File: src/rtl/qeciphy_rx_channeldecoder.sv
// qeciphy_rx_channeldecoder: frame alignment, XOR frame check and user-data extraction for the RX word stream
// Ports:
//   clk_i, rst_i                       clock, asynchronous active-high reset
//   s_axis_tdata_i, s_axis_tvalid_i    deserialized word stream (no backpressure)
//   link_enable_i                      low holds the aligner in SEARCH
//   m_axis_tdata_o, m_axis_tvalid_o    recovered data slots, one cycle after input
//   locked_o, remote_rx_rdy_o          alignment status and far-end ready bit
//   crc_error_o, faw_error_o           single-cycle error pulses
module qeciphy_rx_channeldecoder #(
  parameter int          FAW_PERIOD   = 64,
  parameter logic [55:0] FAW_PATTERN  = 56'h5AC3960FF069A5,
  parameter int          LOCK_COUNT   = 3,
  parameter int          UNLOCK_COUNT = 4
) (
  input  logic        clk_i,
  input  logic        rst_i,
  input  logic [63:0] s_axis_tdata_i,
  input  logic        s_axis_tvalid_i,
  input  logic        link_enable_i,
  output logic [63:0] m_axis_tdata_o,
  output logic        m_axis_tvalid_o,
  output logic        locked_o,
  output logic        remote_rx_rdy_o,
  output logic        crc_error_o,
  output logic        faw_error_o
);
  localparam int PW = $clog2(FAW_PERIOD);
  localparam logic [PW-1:0] LAST = PW'(FAW_PERIOD - 1);
  localparam logic [7:0] LOCK_N = 8'(LOCK_COUNT);
  localparam logic [7:0] UNLOCK_N = 8'(UNLOCK_COUNT);
  typedef enum logic [1:0] {SEARCH, VERIFY, LOCKED} state_t;
  state_t state, state_n;
  logic [PW-1:0] pos;
  logic [7:0] good_cnt, miss_cnt;
  logic [63:0] acc, data_q;
  logic active, rdy, valid_q, crc_q, faw_q;
  logic faw, at_faw, at_chk, fwd;
  always_comb begin
    faw = s_axis_tdata_i[63:8] == FAW_PATTERN;
    at_faw = pos == '0;
    at_chk = pos == LAST;
    fwd = state == LOCKED && active && !at_faw && !at_chk;
  end
  always_ff @(posedge clk_i or posedge rst_i)
    if (rst_i) state <= SEARCH;
    else state <= state_n;
  always_comb begin
    state_n = state;
    if (!link_enable_i) state_n = SEARCH;
    else if (s_axis_tvalid_i)
      case (state)
        SEARCH: state_n = faw ? VERIFY : SEARCH;
        VERIFY: state_n = !at_faw ? VERIFY : !faw ? SEARCH : (good_cnt + 8'd1 == LOCK_N) ? LOCKED : VERIFY;
        LOCKED: state_n = (at_faw && !faw && miss_cnt + 8'd1 == UNLOCK_N) ? SEARCH : LOCKED;
        default: state_n = SEARCH;
      endcase
  end
  always_comb begin
    locked_o = state == LOCKED;
    remote_rx_rdy_o = rdy;
    m_axis_tdata_o = data_q;
    m_axis_tvalid_o = valid_q;
    crc_error_o = crc_q;
    faw_error_o = faw_q;
  end
  // Everything below only leaves SEARCH through a FAW match; any exit from LOCKED
  // clears rdy/active in the same edge that drops locked_o.
  always_ff @(posedge clk_i or posedge rst_i) begin
    if (rst_i) begin
      pos <= '0;
      good_cnt <= '0;
      miss_cnt <= '0;
      acc <= '0;
      data_q <= '0;
      active <= 1'b0;
      rdy <= 1'b0;
      valid_q <= 1'b0;
      crc_q <= 1'b0;
      faw_q <= 1'b0;
    end else if (!link_enable_i) begin
      pos <= '0;
      good_cnt <= '0;
      miss_cnt <= '0;
      acc <= '0;
      data_q <= '0;
      active <= 1'b0;
      rdy <= 1'b0;
      valid_q <= 1'b0;
      crc_q <= 1'b0;
      faw_q <= 1'b0;
    end else begin
      valid_q <= 1'b0;
      crc_q <= 1'b0;
      faw_q <= 1'b0;
      if (s_axis_tvalid_i) begin
        pos <= state_n == SEARCH ? '0 : state == SEARCH ? PW'(1) : at_chk ? '0 : pos + PW'(1);
        good_cnt <= state_n == SEARCH ? 8'd0 : state == SEARCH ? 8'd1 :
                    (state == VERIFY && at_faw) ? good_cnt + 8'd1 : good_cnt;
        miss_cnt <= state_n != LOCKED ? 8'd0 : at_faw ? (faw ? 8'd0 : miss_cnt + 8'd1) : miss_cnt;
        // Only data slots feed the accumulator; FAW and check word restart it.
        acc <= (state == SEARCH || at_faw || at_chk) ? '0 : acc ^ s_axis_tdata_i;
        rdy <= state_n != LOCKED ? 1'b0 : (at_faw && faw) ? s_axis_tdata_i[0] : rdy;
        active <= state_n != LOCKED ? 1'b0 : at_faw ? (faw & s_axis_tdata_i[1]) : active;
        faw_q <= state == LOCKED && at_faw && !faw;
        crc_q <= state == LOCKED && at_chk && s_axis_tdata_i != acc;
        valid_q <= fwd;
        if (fwd) data_q <= s_axis_tdata_i;
      end
    end
  end
endmodule

File: config.mk
export PLATFORM = sky130hd
export DESIGN_NAME = qeciphy_rx_channeldecoder
export DESIGN_NICKNAME = d
export VERILOG_FILES = /design/src/rtl/qeciphy_rx_channeldecoder.sv
export SDC_FILE = /design/constraint.sdc
export NUM_CORES = 1
export LEC_CHECK = 0
export ABC_AREA = 1
export CAP_MARGIN = 20
export CORE_UTILIZATION = 30
export CTS_CLUSTER_DIAMETER = 80
export DETAILED_ROUTE_END_ITERATION = 16
export HOLD_SLACK_MARGIN = 0.05
export SKIP_LAST_GASP = 1
export SLEW_MARGIN = 10
export SYNTH_ARGS = -nofsm -noshare
export SYNTH_HDL_FRONTEND = slang
export SYNTH_SLANG_ARGS = --single-unit
File: constraint.sdc
create_clock -name clk_i -period 13.9 [get_ports clk_i]
set_clock_uncertainty 0.1 [all_clocks]
set_input_delay 2.78 -clock clk_i [delete_from_list [all_inputs] [get_ports clk_i]]
set_output_delay 2.78 -clock clk_i [all_outputs]
set_load 0.01 [all_outputs]
==> results.yml, run 1 <==
outcome:
  status: "complete, no violations"
clocking:
  cts.clk_slew.worst_paths_ns: 0.06
  clk_latency_ns: 0.42
  cts_tree: "built"
  cts_resized: 0
  cts_root_buf: "clkbuf_16"
  post-cts-setup-buffers: 0
  cts_buffers: 17
  cts_buffer_depth: 2
  cts.sinks: 157
  htreeDepth: 4
  postCtsHoldBufs: 0
synth:
  synth_edf_count: 0
  async_flop_share_pct: 100
  synthCells: 968
  syn_avg_cell_area_um2: 8.17
  ys_top_cells_by_count: "nand2_1 (230), dfrtp_1 (157), o21ai_0 (111), inv_1 (109), nand3_1 (87)"
  yosysTopAreaCell: "dfrtp_1"
  synthDistinctLibCells: 30
  synth_flop_cell: "dfrtp_1"
  ys_seq_area_share_pct: 49.7
  synth_top_cells_by_area: "dfrtp_1 (50%), nand2_1 (11%), o21ai_0 (7.0%)"
  synth_top_area_share_pct: 49.7
  syn_nets: 1042
  yosysWarnings: 0
  syn_area_mm2: 0.00791
  ys_ff_latch: 157
  synth_most_common_cell: "nand2_1"
placement:
  place_ws_ns: 8.42
  place_inst: 1408
  dpl_cell_area_mm2: 0.00958
  globalplace.congestion: 0.884
  portBuffers: 136
  hpwl_um: 15800
worst_setup_path:
  crit_chain: "buf_2 > buf_4 > inv_1 > nor2_4 > buf_4 > inv_2 > nand2_2 > nand2_1 > nand2_1"
  path_max_fanout: 68
  crit_type: "in -> reg"
  slowest_delay_ns: 0.60
  critPathBufInv: 5
  cp_top_family: "buffers and inverters"
  slowest_stage: "buf_4"
  critPathRequiredTime_ns: 14.16
  critical_path_arrival_ns: 5.34
  cp-end-kind: "flip-flop"
  startpoint_type: "input port"
routing:
  dr.pass1.iters: 7
  wl_met1_um: 10800
  wl_met2_um: 10100
  drc: 0
  highest_layer: "met4"
  detail-route-antenna-nets: 0
  wl_per_cell_um: 15.7
  vias: 6962
  drt-initial-drc-count: 517
  vias_per_cell: 4.84
  wl_um: 22600
  met3_length_um: 1270
pwr:
  p_switching_uw: 255
  switching_share_pct: 25.0
  p_seq_share_pct: 45.7
  total_power_mw: 1.02
  leakagePower_nw: 4.65
  worst_ir_drop_vdd_mv: 0.0690
  power_frac_comb_pct: 9.3
  power.clock.fraction_pct: 45.0
  power.density_mw_per_mm2: 100
  internal_power_uw: 765
final_layout:
  area_growth_pct: 28.4
  fin_nets: 1166
  fin_cells: 1439
  final_layout_size_suffix_gt1_share_pct: 4.80
  num_antenna_cells: 0
  design_area_mm2: 0.0102
  fin_util_pct: 39.1
floorplan:
  io-pin-count: 137
  fp-row-count: 59
  start_util_pct: 30.5
  die-area_mm2: 0.0270
  core_area_mm2: 0.0260
  die_h_um: 164
  die_w_um: 164
global_routing:
  grt_pass1_wl_um: 36700
  grt_max_degree: 103
  overflow: 0
  grt_antenna_before_repair: 0
  grt_pass1_vias: 6851
  gr-usage-all-layers_pct: 17.6
timing:
  fin_setup_tns_ns: 0
  timing.slew.headroom_pct: 37.2
  fmax_mhz: 197
  tightest_slew_ns: 0.943
  timing.final.crit_period_ns: 5.08
  final_hold_viol_count: 0
  rsz0062_at_grt: "false"
  min_period_over_period_pct: 36.6
  finalSetupViolations: 0
  final.setup.worst_slack_ns: 8.82
  drv_slew: 0
  hold_ws_ns: 0.387
min_path:
  min_path_type: "reg -> reg"
run:
  max-cap-violations: 0
[flip-flops by register name, indices dropped and copies added, names as in the netlist]
name             flops
acc                 64
m_axis_tdata_o      64
good_cnt             8
miss_cnt             8
pos                  6
state                2
active               1
crc_error_o          1
faw_error_o          1
m_axis_tvalid_o      1
remote_rx_rdy_o      1
[path summary, 6_finish.rpt]
check	to	slack, ns	from	cells past startpoint
max in group asynchronous	acc[40]	9.59	rst_i	3
setup reg to reg	m_axis_tdata_o[10]	11.16	pos[0]	10
hold / removal	remote_rx_rdy_o	0.39	remote_rx_rdy_o	2
setup / recovery	miss_cnt[6]	8.82	link_enable_i	9
min in group asynchronous	miss_cnt[4]	2.84	rst_i	2
hold reg to reg	remote_rx_rdy_o	0.39	remote_rx_rdy_o	2
[layout by cell type (no fill, tap or decap), types with 2 or more instances in the layout]
master | Yosys | routed
inv_1 | 109 | 108
nor4_1 | 12 | 12
nand4_1 | 54 | 54
a21oi_1 | 10 | 10
clkbuf_16 | 0 | 17
dfrtp_1 | 157 | 157
nand3b_1 | 2 | 2
nand2_2 | 4 | 4
ha_1 | 6 | 6
nor2_2 | 3 | 2
clkbuf_8 | 2 | 5
o21ai_0 | 111 | 111
xor2_1 | 27 | 27
nand3_2 | 2 | 2
nor2_4 | 1 | 2
inv_6 | 0 | 2
buf_4 | 2 | 6
nand2_1 | 230 | 230
nand3_1 | 87 | 87
clkdlybuf4s50_1 | 0 | 135
nor3_1 | 7 | 7
clkinvlp_4 | 0 | 5
nor2_1 | 61 | 61
xnor2_1 | 39 | 39
nand2_4 | 2 | 2
[cells by family (layout without fill, tap and decap cells)]
family	Yosys count	in the layout	synth area share, %
AND/OR/NAND/NOR	466	466	26.5
flip-flops	157	157	49.7
buffers and inverters	148	284	7.57
AO/OA/AOI/OAI	125	125	8.03
XOR/XNOR	66	66	7.31
adder cells (fa/ha/maj)	6	6	0.949
[layer usage]
layer	track usage, %	vias to the layer above
met2	26.5	214
met5	0	-
met1	24.9	3310
li1	-	3406
met3	3.97	32
met4	5.46	0
[worst min-delay path, stage by stage, from the launching register on]
cell and delay [ns]:
dfrtp_1 0.35, nand2_1 0.06, nand2_1 0.05
[final cells by class]
class	instances	area (um2)
fillers	2627	15800
flip-flops and latches	157	3930
multi-input cells	663	3390
repair buffers	143	1430
clock buffers	23	498
well taps	335	419
inverters	110	418
clock inverters	8	81.3
[power groups by stage]
stage | Clock, mW | Sequential [mW] | Combinational, mW
floorplan | 0 | 0.474 | 0.0507
global placement | 0 | 0.474 | 0.0950
detailed placement | 0 | 0.474 | 0.0951
CTS | 0.466 | 0.466 | 0.0957
global route | 0.487 | 0.467 | 0.105
finish | 0.460 | 0.466 | 0.0946
Power figures use the tool's default switching activity.
==> run 2: changes to the inputs <==
==> constraint.sdc (replaced) <==
create_clock -name clk_i -period 4.7 [get_ports clk_i]
set_clock_uncertainty 0.1 [all_clocks]
set_input_delay 0.94 -clock clk_i [delete_from_list [all_inputs] [get_ports clk_i]]
set_output_delay 0.94 -clock clk_i [all_outputs]
set_load 0.01 [all_outputs]
==> results.yml, run 2 (synthesis results as in run 1) <==
outcome:
  status: "complete, no violations"
clocking:
  postCtsHoldBufs: 0
  cts_tree: "built"
  clk_latency_ns: 0.43
  cts.clk_slew.worst_paths_ns: 0.07
  cts_root_buf: "clkbuf_16"
  post-cts-setup-buffers: 0
  cts_buffers: 17
  cts_resized: 0
  cts_buffer_depth: 2
  cts.sinks: 157
  htreeDepth: 4
final_layout:
  final_layout_size_suffix_gt1_share_pct: 4.89
  final_cell_mix: "nand2_1 (230), dfrtp_1 (157), clkdlybuf4s50_1 (135)"
  num_antenna_cells: 0
  fin_util_pct: 39.1
  final_common_cell: "nand2_1"
  fin_nets: 1166
  area_growth_pct: 28.5
  nFillCells: 2659
worst_setup_path:
  crit_type: "in -> reg"
  cp-end-kind: "flip-flop"
  path_max_fanout: 13
  critPathRequiredTime_ns: 4.97
  critical_path_arrival_ns: 3.15
  startpoint_type: "input port"
timing:
  final.setup.worst_slack_ns: 1.82
  finalSetupViolations: 0
  fin_setup_tns_ns: 0
  timing.slew.headroom_pct: 35.1
  tightest_slew_ns: 0.974
  timing.final.crit_period_ns: 2.88
  rsz0062_at_grt: "false"
  min_period_over_period_pct: 61.3
  final_hold_viol_count: 0
  fmax_mhz: 347
  drv_slew: 0
pwr:
  power.density_mw_per_mm2: 302
  leakagePower_nw: 4.66
  worst_ir_drop_vdd_mv: 0.225
floorplan:
  die_h_um: 164
  die-area_mm2: 0.0270
  start_util_pct: 30.5
  die_w_um: 164
  core_area_mm2: 0.0260
  io-pin-count: 137
  fp-row-count: 59
min_path:
  min_path_type: "reg -> reg"
placement:
  portBuffers: 136
  hpwl_um: 16000
  place_ws_ns: 1.39
  globalplace.congestion: 0.860
run:
  max-cap-violations: 0
routing:
  drt-initial-drc-count: 576
  drc: 0
  vias: 6968
  detail-route-antenna-nets: 0
  wl_um: 23200
  wl_per_cell_um: 16.1
  dr.pass1.iters: 6
  vias_per_cell: 4.84
global_routing:
  overflow: 0
  gr-usage-all-layers_pct: 17.9
  grt_max_degree: 158
  grt_pass1_wl_um: 37000
  grt_pass1_vias: 6785
  grt_antenna_before_repair: 0
run 2: cell count changes in the layout (fill, tap and decap cells not counted), sizes merged:
cell      previous run  this run
clkinv               1         5
clkbuf              23        20
bufinv               1         2
clkinvlp             5         4
run 2: report_power, final:
group	internal, mW	switching [mW]
logic	0.101	0.182
registers	1.37	0.0129
clock network	0.814	0.594
total	2.28	0.789
run 2: path summary, 6_finish.rpt:
check,cells after the start,end,from,slack [ns]
worst max register to register,9,m_axis_tdata_o[56],pos[0],2.18
worst max-delay path,18,good_cnt[6],s_axis_tdata_i[14],1.82
worst min register to register,2,active,active,0.39
worst min-delay path,2,active,active,0.39
max in group asynchronous,3,acc[39],rst_i,2.77
min in group asynchronous,3,miss_cnt[1],rst_i,0.94
run 2: layout make-up:
| class | instances | area [um2] | area share [%] |
|---|---|---|---|
| inverters | 110 | 417 | 4.10 |
| flip-flops and latches | 157 | 3930 | 38.6 |
| well taps | 335 | 419 | 4.12 |
| clock buffers | 20 | 457 | 4.49 |
| multi-input cells | 663 | 3390 | 33.3 |
| repair buffers | 143 | 1420 | 14.0 |
| clock inverters | 12 | 136 | 1.34 |
run 2: metrics by stage:
step | hold slack (ns) | cells | area [um2] | total power, mW
finish | 0.388 | 1440 | 10200 | 3.07
CTS | 0.387 | 1440 | 10200 | 3.09
global route | 0.402 | 1440 | 10200 | 3.17
detailed placement | 0.370 | 1408 | 9580 | 1.69
floorplan | 0.342 | 968 | 7920 | 1.55
global placement | 0.368 | 1408 | 9580 | 1.69
run 2: metal layers:
metal | vias up | wire (um) | track usage [%]
li1 | 3401 | - | -
met1 | 3366 | 11100 | 24.6
met2 | 174 | 10700 | 28.3
met3 | 27 | 1090 | 3.44
met4 | 0 | 400 | 5.42
met5 | - | 0 | 0
run 2: worst max-delay path, cell delays in order:
cell and delay (ns):
clkdlybuf4s50_1 0.54, inv_1 0.15, nand2_1 0.06, nor2_1 0.10, nand2_1 0.09, nor2_1 0.14
nand2_1 0.11, nor2_1 0.14, nand2_1 0.07, nand2_1 0.08, inv_1 0.06, nand2_1 0.08
nand2_2 0.08, nand2_4 0.15, nand2_1 0.08, nand2_2 0.14, nand2_1 0.08, nand2_1 0.06
